**src/rtl/coherence_pkg.sv**
```systemverilog
// Shared MOESI coherence definitions: line state codes, snoop op codes,
// snoop-initiator FSM states and the default response timeout.
package coherence_pkg;

    typedef enum logic [2:0] {
        MOESI_M = 3'b000,
        MOESI_O = 3'b001,
        MOESI_E = 3'b010,
        MOESI_S = 3'b011,
        MOESI_I = 3'b100
    } moesi_e;

    typedef enum logic [1:0] {
        OP_RD  = 2'b00,
        OP_RDX = 2'b01,
        OP_UPG = 2'b10,
        OP_RSV = 2'b11
    } snoop_op_e;

    typedef enum logic [1:0] {
        FSM_IDLE,
        FSM_SEND,
        FSM_WAIT,
        FSM_DONE
    } snoop_fsm_e;

    localparam int TIMEOUT_DEFAULT = 15;

endpackage

```
**src/rtl/moesi_req_next_state.sv**
```systemverilog
// Maps a local request and the peer's snoop result to the state the local
// line installs and whether the fill data comes from the peer.
module moesi_req_next_state
    import coherence_pkg::*;
#(
    parameter int STATE_WIDTH = 3
) (
    input  logic [1:0]             op,
    input  logic                   hit,
    input  logic [STATE_WIDTH-1:0] peer_state,
    output logic [STATE_WIDTH-1:0] new_state,
    output logic                   data_from_peer
);

    logic w_peer_dirty;

    // Only a peer holding the line M or O has data newer than memory.
    assign w_peer_dirty = hit && ((peer_state == STATE_WIDTH'(MOESI_M)) ||
                                  (peer_state == STATE_WIDTH'(MOESI_O)));

    always_comb begin
        // NOTE: every output gets a default first so no path can infer a latch.
        new_state      = STATE_WIDTH'(MOESI_I);
        data_from_peer = 1'b0;
        case (op)
            OP_RD: begin
                new_state      = hit ? STATE_WIDTH'(MOESI_S) : STATE_WIDTH'(MOESI_E);
                data_from_peer = w_peer_dirty;
            end
            OP_RDX: begin
                new_state      = STATE_WIDTH'(MOESI_M);
                data_from_peer = w_peer_dirty;
            end
            OP_UPG: begin
                new_state      = STATE_WIDTH'(MOESI_M);
            end
            default: begin
                new_state      = STATE_WIDTH'(MOESI_I);
            end
        endcase
    end

endmodule

```
**src/rtl/snoop_initiator.sv**
```systemverilog
// Issues one snoop per local miss/upgrade to the peer L1, waits for the
// response (or a timeout) and pulses the resulting local line state.
module snoop_initiator
    import coherence_pkg::*;
#(
    parameter int STATE_WIDTH = 3,
    parameter int TAG_WIDTH   = 22,
    parameter int INDEX_WIDTH = 8,
    parameter int TIMEOUT     = TIMEOUT_DEFAULT
) (
    input  logic                   ACLK,
    input  logic                   ARESETn,
    input  logic                   req_valid,
    input  logic [1:0]             req_op,
    input  logic [TAG_WIDTH-1:0]   req_tag,
    input  logic [INDEX_WIDTH-1:0] req_index,
    output logic                   req_ready,
    output logic                   snp_valid,
    output logic [1:0]             snp_op,
    output logic [TAG_WIDTH-1:0]   snp_tag,
    output logic [INDEX_WIDTH-1:0] snp_index,
    input  logic                   snp_ready,
    input  logic                   rsp_valid,
    input  logic                   rsp_hit,
    input  logic [STATE_WIDTH-1:0] rsp_state,
    output logic                   done,
    output logic [STATE_WIDTH-1:0] new_state,
    output logic                   data_from_peer,
    output logic                   timeout
);

    localparam int CNT_W = (TIMEOUT > 1) ? $clog2(TIMEOUT) : 1;

    snoop_fsm_e             r_state;
    logic [CNT_W-1:0]       r_cnt;
    logic [1:0]             r_op;
    logic [TAG_WIDTH-1:0]   r_tag;
    logic [INDEX_WIDTH-1:0] r_index;
    logic                   r_req_ready;
    logic                   r_snp_valid;
    logic                   r_done;
    logic [STATE_WIDTH-1:0] r_new_state;
    logic                   r_data_from_peer;
    logic                   r_timeout;

    logic [1:0]             w_map_op;
    logic                   w_map_hit;
    logic [STATE_WIDTH-1:0] w_map_state;
    logic                   w_map_dfp;
    logic                   w_cnt_expired;

    // The reserved op resolves straight from IDLE, so the mapper sees the live
    // request there; otherwise it sees the latched op. A timeout is a miss.
    assign w_map_op      = (r_state == FSM_IDLE) ? req_op : r_op;
    assign w_map_hit     = (r_state == FSM_WAIT) && rsp_valid && rsp_hit;
    assign w_cnt_expired = (r_cnt == CNT_W'(TIMEOUT - 1));

    moesi_req_next_state #(
        .STATE_WIDTH    (STATE_WIDTH)
    ) u_next_state (
        .op             (w_map_op),
        .hit            (w_map_hit),
        .peer_state     (rsp_state),
        .new_state      (w_map_state),
        .data_from_peer (w_map_dfp)
    );

    always_ff @(posedge ACLK or negedge ARESETn) begin
        if (!ARESETn) begin
            r_state          <= FSM_IDLE;
            r_cnt            <= '0;
            r_op             <= '0;
            r_tag            <= '0;
            r_index          <= '0;
            r_req_ready      <= 1'b1;
            r_snp_valid      <= 1'b0;
            r_done           <= 1'b0;
            r_new_state      <= STATE_WIDTH'(MOESI_I);
            r_data_from_peer <= 1'b0;
            r_timeout        <= 1'b0;
        end else begin
            // NOTE: these non-blocking defaults are overridden by any later
            // assignment below in the same cycle; the last one scheduled wins.
            r_done           <= 1'b0;
            r_new_state      <= STATE_WIDTH'(MOESI_I);
            r_data_from_peer <= 1'b0;
            r_timeout        <= 1'b0;
            case (r_state)
                FSM_IDLE: begin
                    if (req_valid) begin
                        r_op        <= req_op;
                        r_tag       <= req_tag;
                        r_index     <= req_index;
                        r_req_ready <= 1'b0;
                        if (req_op == OP_RSV) begin
                            r_state     <= FSM_DONE;
                            r_done      <= 1'b1;
                            r_new_state <= w_map_state;
                        end else begin
                            r_state     <= FSM_SEND;
                            r_snp_valid <= 1'b1;
                        end
                    end
                end
                FSM_SEND: begin
                    if (snp_ready) begin
                        r_state     <= FSM_WAIT;
                        r_snp_valid <= 1'b0;
                        r_cnt       <= '0;
                    end
                end
                FSM_WAIT: begin
                    r_cnt <= r_cnt + CNT_W'(1);
                    if (rsp_valid || w_cnt_expired) begin
                        r_state          <= FSM_DONE;
                        r_done           <= 1'b1;
                        r_new_state      <= w_map_state;
                        r_data_from_peer <= w_map_dfp;
                        r_timeout        <= !rsp_valid;
                    end
                end
                default: begin
                    r_state     <= FSM_IDLE;
                    r_req_ready <= 1'b1;
                end
            endcase
        end
    end

    // Result fields idle at I / 0 whenever done is low.
    assign req_ready      = r_req_ready;
    assign snp_valid      = r_snp_valid;
    assign snp_op         = r_op;
    assign snp_tag        = r_tag;
    assign snp_index      = r_index;
    assign done           = r_done;
    assign new_state      = r_new_state;
    assign data_from_peer = r_data_from_peer;
    assign timeout        = r_timeout;

endmodule

```
**config.mk**
```make
export PLATFORM = sky130hd
export DESIGN_NAME = snoop_initiator
export DESIGN_NICKNAME = d
export VERILOG_FILES = /design/src/rtl/coherence_pkg.sv /design/src/rtl/moesi_req_next_state.sv /design/src/rtl/snoop_initiator.sv
export SDC_FILE = /design/constraint.sdc
export NUM_CORES = 1
export LEC_CHECK = 0
export CELL_PAD_IN_SITES_DETAIL_PLACEMENT = 1
export CELL_PAD_IN_SITES_GLOBAL_PLACEMENT = 2
export CORE_MARGIN = 2
export CORE_UTILIZATION = 29
export CTS_CLUSTER_DIAMETER = 50
export DETAILED_ROUTE_END_ITERATION = 6
export PLACE_DENSITY = 0.91
export SKIP_LAST_GASP = 1
export SLEW_MARGIN = 20
export SYNTH_ARGS = -nofsm -noshare
export SYNTH_HDL_FRONTEND = slang
export SYNTH_SLANG_ARGS = --single-unit
export TNS_END_PERCENT = 50
```
**constraint.sdc**
```tcl
create_clock -name ACLK -period 4.7 [get_ports ACLK]
set_input_delay 0.94 -clock ACLK [delete_from_list [all_inputs] [get_ports ACLK]]
set_output_delay 0.94 -clock ACLK [all_outputs]
set_load 0.01 [all_outputs]
```
==> flow_metrics.py <==
metrics = {
    "timing": {
        "report.final.slew_viol_count": 0,
        "min_period_ns": 2.31,
        "fin_tns_setup_ns": 0,
        "worst_slew_margin_rel_pct": 60.5,
        "hold_viol": 0,
        "grt_setup_unrepaired": "no",
        "max_freq_ghz": 0.434,
        "worst-slew-pin-transition_ns": 0.592,
        "final_min_period_over_clock_period_pct": 49.1,
        "final-setup-viol-count": 0,
        "holdWs_ns": 0.505,
        "fin_worst_skew_ns": 0.00434,
    },
    "critical_path": {
        "timing.critical_path.from": "req_ready",
        "timing.rr.start": "r_state[0]",
        "register_to_register_setup_slack_ns": 2.88,
        "timing.critical_path.cells": "clkdlybuf4s50_1",
        "worst_path_largest_cell_delay_ns": 0.54,
        "path_buf_inv": 1,
        "critical_path.reg2reg.endpoint": "snp_tag[11]",
        "worstSetupPathDepth": 1,
        "worstSetupPathType": "flop to output port",
        "timing.critical_path.max_delay_family": "buffers and inverters",
        "r2r.worst_path.cells": 4,
        "critical_path.startpoint_type": "flop",
        "path_max_fanout": 2,
        "end_kind": "output port",
        "timing.critical_path.arrival_ns": 1.37,
        "cp_max_delay_cell": "clkdlybuf4s50_1",
        "required_ns": 3.76,
        "cp_endpoint": "req_ready",
    },
    "global_routing": {
        "grt_max_degree": 47,
        "globalRoute.totalOverflow": 0,
        "grt_use_total_pct": 12.5,
        "grt_antenna_before_repair": 0,
        "first_global_vias": 1513,
        "first_pass_grt_wire_length_um": 7340,
    },
    "die": {
        "floorplan.io_pins": 81,
        "core_mm2": 0.00668,
        "fp.dieH_um": 86.6,
        "floorplan.rows": 30,
        "dieWidth_um": 86.6,
        "floorplan.die_area_mm2": 0.00750,
        "floorplan.initialDensity_pct": 29.6,
    },
    "final_layout": {
        "register_area_mm2": 0.00115,
        "area_growth_pct": 47.6,
        "mostFrequentLayoutCell": "clkdlybuf4s50_1",
        "multi_input_area_um2": 746,
        "mostFrequentLayoutCells": "clkdlybuf4s50_1, dfrtp_1, mux2_2",
        "antenna-diode-count": 0,
        "n_fill_cell": 728,
        "final_layout_size_suffix_gt1_share_pct": 19.6,
        "nNetsFinal": 271,
    },
    "routing": {
        "detailroute.via_count": 1420,
        "drt-total-wl_um": 4590,
        "drcViolationCount": 0,
        "avgRoutedWirePerCell_um": 15.0,
        "post_dr_vias_cell": 4.66,
        "drt_pre_antenna_iters": 4,
        "number_of_nets_with_antenna_violations_after_detailed_routing": 0,
        "drt_first_iter_violations": 18,
    },
    "synthesis": {
        "ys_seq_elements": 46,
        "synth_cell_types": 31,
        "netlist_instances": 143,
        "arithmetic_cell_share_of_the_synthesized_area_counting_full_adders_half_adders_and_majority_gates_pct": 3.80,
        "yosys.area_share.xor_xnor_pct": 0,
        "synth.area.top_cells": "dfrtp_1, mux2_2, ha_1",
        "synth-warning-count": 0,
        "synth-compound-area-share_pct": 6.51,
        "postSynthNetCount": 190,
        "synth_area_leader_cell": "dfrtp_1",
        "netlist.area_leader.share_pct": 55.7,
        "main_combinational_cell_family_by_area_after_synthesis": "multiplexers",
        "yosys.area_share.simple_pct": 7.34,
        "synth_sequential_area_ratio_pct": 58.3,
        "mappedNetlistArea_mm2": 0.00198,
        "synth.mux.area_fraction_pct": 20.1,
        "synthesis.area_per_instance_um2": 13.8,
    },
    "clock_network": {
        "clkLatencyLatePin_ns": 0.30,
        "root_buffer": "clkbuf_8",
        "numClockSinks": 46,
        "cts_setup_buffers": 0,
        "tritoncts": "built",
        "tritoncts.num_buffers": 5,
        "clk_path_buf_depth": 2,
        "clkTransAtPathRegs_ns": 0.08,
        "cts.hold.buffers_added": 0,
        "post_cts.resized_instances": 0,
        "cts_h_tree_depth": 2,
    },
    "power": {
        "p_leak_nw": 1.23,
        "power.density_mw_per_mm2": 632,
        "max-vdd-ir-drop_mv": 0.211,
    },
    "placed_design": {
        "port-buffer-count": 79,
        "routabilityCongestion": 0.755,
        "hpwl_um": 3330,
    },
    "run": {
        "max_cap_violations": 0,
    },
    "hold_path": {
        "hp-start": "snp_tag[12]",
        "worst_hold_path_type": "flop to flop",
    },
    "outcome": {
        "status": "completed",
    },
}
==> area by class of cell <==
type,count,area share (%)
Clock inverter,1,1.03
Inverter,7,0.900
Multi-Input combinational cell,85,25.5
Sequential cell,46,39.5
Tap cell,80,3.43
Timing Repair Buffer,79,27.0
Clock buffer,7,2.61
==> stage by stage <==
step / cells / util, % / power, W / worst slack, ns / cell area (um^2)
global route: 305 / 43.7 / 0.00198 / 2.35 / 2920
floorplan: 143 / - / 0.00115 / 2.83 / 1980
global placement: 297 / 42.1 / 0.00154 / 2.26 / 2810
finish: 305 / 43.7 / 0.00184 / 2.39 / 2920
CTS: 305 / 43.7 / 0.00188 / 2.37 / 2920
detailed placement: 297 / 42.1 / 0.00157 / 2.22 / 2810
==> worst min path at each step <==
stage,to,slack (ns),depth (start not counted)
CTS,snp_tag[11],0.51,1
detailed placement,snp_tag[11],0.49,1
floorplan,r_cnt[2],0.49,1
finish,snp_tag[12],0.51,1
global placement,snp_tag[11],0.47,1
global route,snp_tag[12],0.52,1
==> cells in the mapped netlist <==
cell and count:
a41oi_1 1, o21bai_1 1, dfrtp_1 44, ha_1 6, a211oi_1 2, o21ai_0 7, buf_4 1, o22ai_1 1
nor2b_1 2, a21oi_1 4, and2b_1 1, mux2_1 2, mux2i_1 1, o31ai_1 1, nand2_4 1, mux2_2 31
nand3_1 5, o41ai_1 1, nand2b_1 2, nor4_1 1, nor3_1 3, a211oi_4 1, nand2_1 4, buf_6 4
inv_1 7, nor2_1 2, nand4_1 1, nor2b_4 1, dfstp_2 2, and3_1 2, mux2_4 1
==> where the power goes <==
part | leakage [nW] | internal [W] | total, W | switching, W
logic | 0.624 | 0.000522 | 0.000878 | 0.000356
registers | 0.558 | 0.000576 | 0.000672 | 0.0000954
clock network | 0.0524 | 0.000159 | 0.000295 | 0.000136
==> routing by layer <==
metal,vias up,global-route usage (%),share of wire (%)
met5,-,0,0
met4,0,2.98,0.59
met3,2,3.33,6.0
met2,55,22.4,50
met1,703,15.0,43
li1,660,-,-
==> kinds of logic after synthesis <==
logic type	after synthesis
flip-flops	46
multiplexers	35
AND/OR/NAND/NOR	25
AO/OA/AOI/OAI	19
buffers and inverters	12
adder cells (fa/ha/maj)	6
==> flip-flops by register name, summed over array words and instances, names as in the netlist <==
signal	count
snp_tag	22
snp_valid	1
snp_index	8
new_state	3
r_cnt	4
done	1
timeout	1
snp_op	2
req_ready	1
data_from_peer	1
r_state	2
No activity file was read; power rests on OpenSTA's default activity.
